<file path="config.mk">
export PLATFORM = sky130hd
export DESIGN_NAME = res_collect
export DESIGN_NICKNAME = d
export VERILOG_FILES = /design/src/rtl/res_collect.sv
export SDC_FILE = /design/constraint.sdc
export NUM_CORES = 1
export LEC_CHECK = 0
export CAP_MARGIN = 0
export CELL_PAD_IN_SITES_DETAIL_PLACEMENT = 0
export CELL_PAD_IN_SITES_GLOBAL_PLACEMENT = 1
export CORE_MARGIN = 8
export CORE_UTILIZATION = 41
export CTS_CLUSTER_SIZE = 25
export DETAILED_ROUTE_END_ITERATION = 8
export PLACE_DENSITY = 0.77
export SYNTH_ARGS = -nofsm -noshare
export SYNTH_HDL_FRONTEND = slang
export SYNTH_SLANG_ARGS = --single-unit
</file>
<file path="constraint.sdc">
create_clock -name i_clk -period 5.8 [get_ports i_clk]
set_clock_uncertainty 0.1 [all_clocks]
set_input_delay 1.45 -clock i_clk [delete_from_list [all_inputs] [get_ports i_clk]]
set_output_delay 1.45 -clock i_clk [all_outputs]
set_load 0.02 [all_outputs]
</file>
<file path="src/rtl/res_collect.sv">
// Result collection buffer: assembles a streamed product matrix into a flat bus,
// overwriting or accumulating element-wise, and flags completion of each pass.
module res_collect #(
  parameter  int BITS  = 8,
  parameter  int N     = 8,
  parameter  int WIDTH = 4,
  localparam int W     = N * N / WIDTH,
  localparam int WW    = $clog2(W + 1)
) (
  input  logic                      i_clk,
  input  logic                      i_rst,
  input  logic                      i_start,
  input  logic                      i_acc,
  input  logic                      i_clear,
  input  logic                      i_in_valid,
  input  logic [WIDTH*BITS-1:0]     i_in_data,
  output logic                      o_in_ready,
  output logic [N*N*BITS-1:0]       o_all,
  output logic                      o_busy,
  output logic                      o_done,
  output logic [WW-1:0]             o_words
);

  localparam int WB = WIDTH * BITS;
  localparam int PW = (W > 1) ? $clog2(W) : 1;

  typedef enum logic [1:0] {S_IDLE, S_FILL, S_DONE} state_t;

  state_t          r_state;
  logic            r_acc;
  logic [WW-1:0]   r_words;
  logic [WB-1:0]   r_mem [W];

  logic [PW-1:0]   w_idx;
  logic [WB-1:0]   w_sum;
  logic [WB-1:0]   w_next;
  logic            w_accept;

  // The word counter doubles as the write pointer; it never wraps within a pass.
  assign w_idx      = r_words[PW-1:0];
  assign o_in_ready = (r_state == S_FILL) && !i_start && !i_clear;
  assign w_accept   = i_in_valid && o_in_ready;
  assign o_busy     = (r_state == S_FILL);
  assign o_done     = (r_state == S_DONE);
  assign o_words    = r_words;

  // NOTE: every variable assigned in always_comb gets a default first, so no latch is inferred.
  always_comb begin
    w_sum = '0;
    for (int j = 0; j < WIDTH; j++) begin
      // Each element wraps independently; no carry crosses element boundaries.
      w_sum[j*BITS +: BITS] = r_mem[w_idx][j*BITS +: BITS] + i_in_data[j*BITS +: BITS];
    end
  end

  assign w_next = r_acc ? w_sum : i_in_data;

  // NOTE: state uses non-blocking assignments so all registers update from pre-edge values.
  always_ff @(posedge i_clk) begin
    if (i_rst) begin
      r_state <= S_IDLE;
      r_acc   <= 1'b0;
      r_words <= '0;
      // NOTE: the storage array is reset deliberately: the read window must show zeros after rst/clear.
      for (int k = 0; k < W; k++) r_mem[k] <= '0;
    end else if (i_clear) begin
      r_state <= S_IDLE;
      r_words <= '0;
      for (int k = 0; k < W; k++) r_mem[k] <= '0;
    end else if (i_start) begin
      r_state <= S_FILL;
      r_acc   <= i_acc;
      r_words <= '0;
    end else if (w_accept) begin
      r_mem[w_idx] <= w_next;
      r_words      <= r_words + WW'(1);
      if (r_words == WW'(W - 1)) r_state <= S_DONE;
    end
  end

  for (genvar k = 0; k < W; k++) begin : g_all
    assign o_all[k*WB +: WB] = r_mem[k];
  end

endmodule

</file>
==> run_results.csv <==
group,metric,value,unit
status,outcome,"finished, final reports clean",
yosys,synth_area_leaders,"edfxtp_1, mux4_2, nor2_1",
global_route,grt_overflow,0,
clocking,clk_pin_slew_worst_paths,60,ps
detailed_routing,drc_errors,0,
hold_path,hold_class,"reg -> reg",
setup_path,critical_path_arrival,5210,ps
power,ir_worst_vdd,0.2300,mV
power,pwr-share-comb,11.9,%
yosys,ys_seq_area_share,65.59,%
setup_path,worstSetupEndpointType,"flip-flop",
clocking,cts_tree,"yes",
placed_design,io_buffers,557,
placed_design,detailed_place_hpwl,66.16,mm
power,leakagePower,11.55,nW
floorplan,ioPinCount,558,
detailed_routing,post_drt_wl_per_cell,33.64,µm
detailed_routing,viasPerCell,6.001,
setup_path,critical_path_required,5990,ps
yosys,synth_area_per_cell,14.82,µm²
clocking,cts_inserted_buffers,55,
power,switching_share,25.31,%
sta,post-route-period-util,86.61,%
setup_path,slowest_stage,"o21ai_1",
yosys,synthFlopType,"edfxtp_1",
yosys,syn-num-nets,1681,
power,p_sw,2.298,mW
clocking,cts.htree.levels,2,
clocking,root_buffer,"clkbuf_16",
setup_path,start_kind,"flip-flop",
setup_path,cp_cell_sequence,"buf_12 > mux4_2 > mux4_2 > ha_1 > nand2_1 > o31ai_1 > buf_4 > xor2_1 > o21ai_1 > a21oi_1",
yosys,synth_seq_cells,524,
setup_path,crit_family,"compound AO/OA/AOI/OAI gates",
yosys,syn_inst,1606,
final_layout,fillers,4624,
floorplan,core_region_area,57590,µm²
yosys,yosysMostFrequentCell,"edfxtp_1",
floorplan,die_w,257.0,µm
power,p_seq_share,49.1,%
detailed_routing,vias,17850,
sta,slew_violations,0,
sta,period_minus_slack,5024,ps
placed_design,gp_congestion,0.8876,
clocking,cts_buffer_depth,3,
clocking,ctsHoldBuffers,0,
global_route,grt_max_degree,46,
yosys,async_flop_share,0,%
global_route,antenna_found_initial,2,
global_route,grt.total_usage,29.45,%
setup_path,worst-path-max-fanout,38,
sta,rsz0062_at_grt,"no",
detailed_routing,first_pass_iters,5,
final_layout,syn_to_final_growth,35.84,%
setup_path,crit_buf_inv,2,
final_layout,num-nets-final,2237,
flow_run,cap_viol_max_count,0,
sta,relSlewSlack,8.488,%
setup_path,path_class,"reg -> reg",
sta,hold_viol_final,0,
clocking,clk_latency,620,ps
detailed_routing,wl,100.1,mm
setup_path,crit_top_cell,"mux4_2",
yosys,netlist-cell-type-count,42,
sta,worstMarginPinSlew,1335,ps
final_layout,drive_gt1_share,16.35,%
floorplan,initial_core_util,41.34,%
yosys,ys_top_cells_by_count,"edfxtp_1, nor2_1, mux4_2",
floorplan,die-area,66030,µm²
floorplan,die_h,257.0,µm
setup_path,cp_slowest_stage_delay,870,ps
power,intPower,6.780,mW
clocking,postCtsSetupRepairBufs,0,
detailed_routing,drt_iter0_markers,2117,
yosys,synth_edf_count,512,
floorplan,num_rows,88,
yosys,yosysTopAreaCellShare,64.58,%
clocking,clock_sinks,524,
clocking,cts_resized,0,
power,p_clk_share,39.0,%
final_layout,fin_util,56.16,%
sta,setup_violations,0,
yosys,yosys_warnings,0,
yosys,netlist_area,23810,µm²
global_route,grt_pass1_wl,139.0,mm
sta,max_freq,199.1,MHz
global_route,grt_pass1_vias,18190,
detailed_routing,ant_nets,0,
sta,fin_tns_setup,0,ps
yosys,synth_top_area_cell,"edfxtp_1",
power,power.density,280.7,nW/µm²
[placed cells by master (no fill, tap or decap), drive strengths merged, types with 7 or more instances in the layout]
cell / Yosys / layout
a211oi: 7 / 7
a21oi: 99 / 99
buf: 59 / 75
clkbuf: 74 / 65
clkdlybuf4s50: 0 / 557
clkinv: 0 / 30
dfxtp: 12 / 12
edfxtp: 512 / 512
ha: 33 / 33
inv: 23 / 25
mux2i: 20 / 20
mux4: 156 / 156
nand2: 23 / 23
nand3: 12 / 12
nor2: 458 / 458
nor2b: 15 / 15
nor3: 10 / 10
o21ai: 23 / 23
xnor2: 8 / 8
[metal layers]
layer	GRT usage, %	share of wire [%]	up-vias
li1	-	-	7154
met1	37.39	36	8984
met2	47.30	47	1469
met3	8.955	13	247
met4	11.31	4.2	0
met5	0	0	-
[power groups by stage]
stage                     logic [mW]  clock network, mW  registers, mW
after floorplan                0.289                  0           4.69
after global placement          1.07                  0           4.53
after detailed placement        1.08                  0           4.53
after CTS                       1.08               3.57           4.45
after global routing            1.12               3.71           4.47
final                           1.08               3.54           4.46
[area by class of cell]
| class | instances | area, µm² | share of cell area (%) |
|---|---|---|---|
| sequential | 524 | 15630 | 48.33 |
| multi-input combinational | 926 | 7552 | 23.35 |
| timing repair buffer | 632 | 6326 | 19.56 |
| clock buffer | 65 | 1456 | 4.503 |
| tap | 765 | 957.2 | 2.960 |
| clock inverter | 38 | 327.8 | 1.014 |
| inverter | 23 | 86.33 | 0.2670 |
| antenna | 2 | 5.005 | 0.01548 |
[registers in the layout, indices dropped and copies added, names as in the netlist, named ones only]
register and flops:
r_mem 512, o_words 5, r_state 2, r_acc 1
[path summary, 6_finish.rpt]
check / startpoint / endpoint / slack (ps) / cells after the start
worst max-delay path: flip-flop / r_mem[7][31] / 780 / 10
worst min-delay path: r_state[1] / r_state[1] / 400 / 2
worst max register to register: flip-flop / r_mem[7][31] / 780 / 10
worst min register to register: r_state[1] / r_state[1] / 400 / 2
[stage by stage]
| step | instance area (µm²) | total power, mW | setup slack (ps) | hold slack, ps | cells |
|---|---|---|---|---|---|
| after CTS | 32330 | 9.112 | 787.6 | 405.1 | 2973 |
| after floorplan | 23810 | 4.976 | 1431 | 351.4 | 1606 |
| after detailed placement | 30550 | 5.609 | 831.4 | 390.0 | 2870 |
| after global routing | 32340 | 9.302 | 491.8 | 438.6 | 2975 |
| after global placement | 30550 | 5.602 | 880.7 | 380.5 | 2870 |
| final | 32340 | 9.078 | 776.4 | 403.9 | 2975 |
[kinds of logic after synthesis]
group | synth area share (%)
AOI/OAI and AO/OA | 3.968
xor gates and xnor gates | 0.5361
adders and majority gates | 2.071
buffers and inverters | 2.896
DFF | 65.59
muxes | 15.79
and+or+nand+nor | 9.150
[worst register-to-register path: cells and delay by family, from the launching register on]
kind,cells,cell delay (ps)
simple gates,1,80
buf+inv,2,600
fa+ha+maj,1,350
mux,2,1140
xor+xnor,1,80
compound gates,3,1620
flops,1,760
No activity file was read; power rests on OpenSTA's default activity.
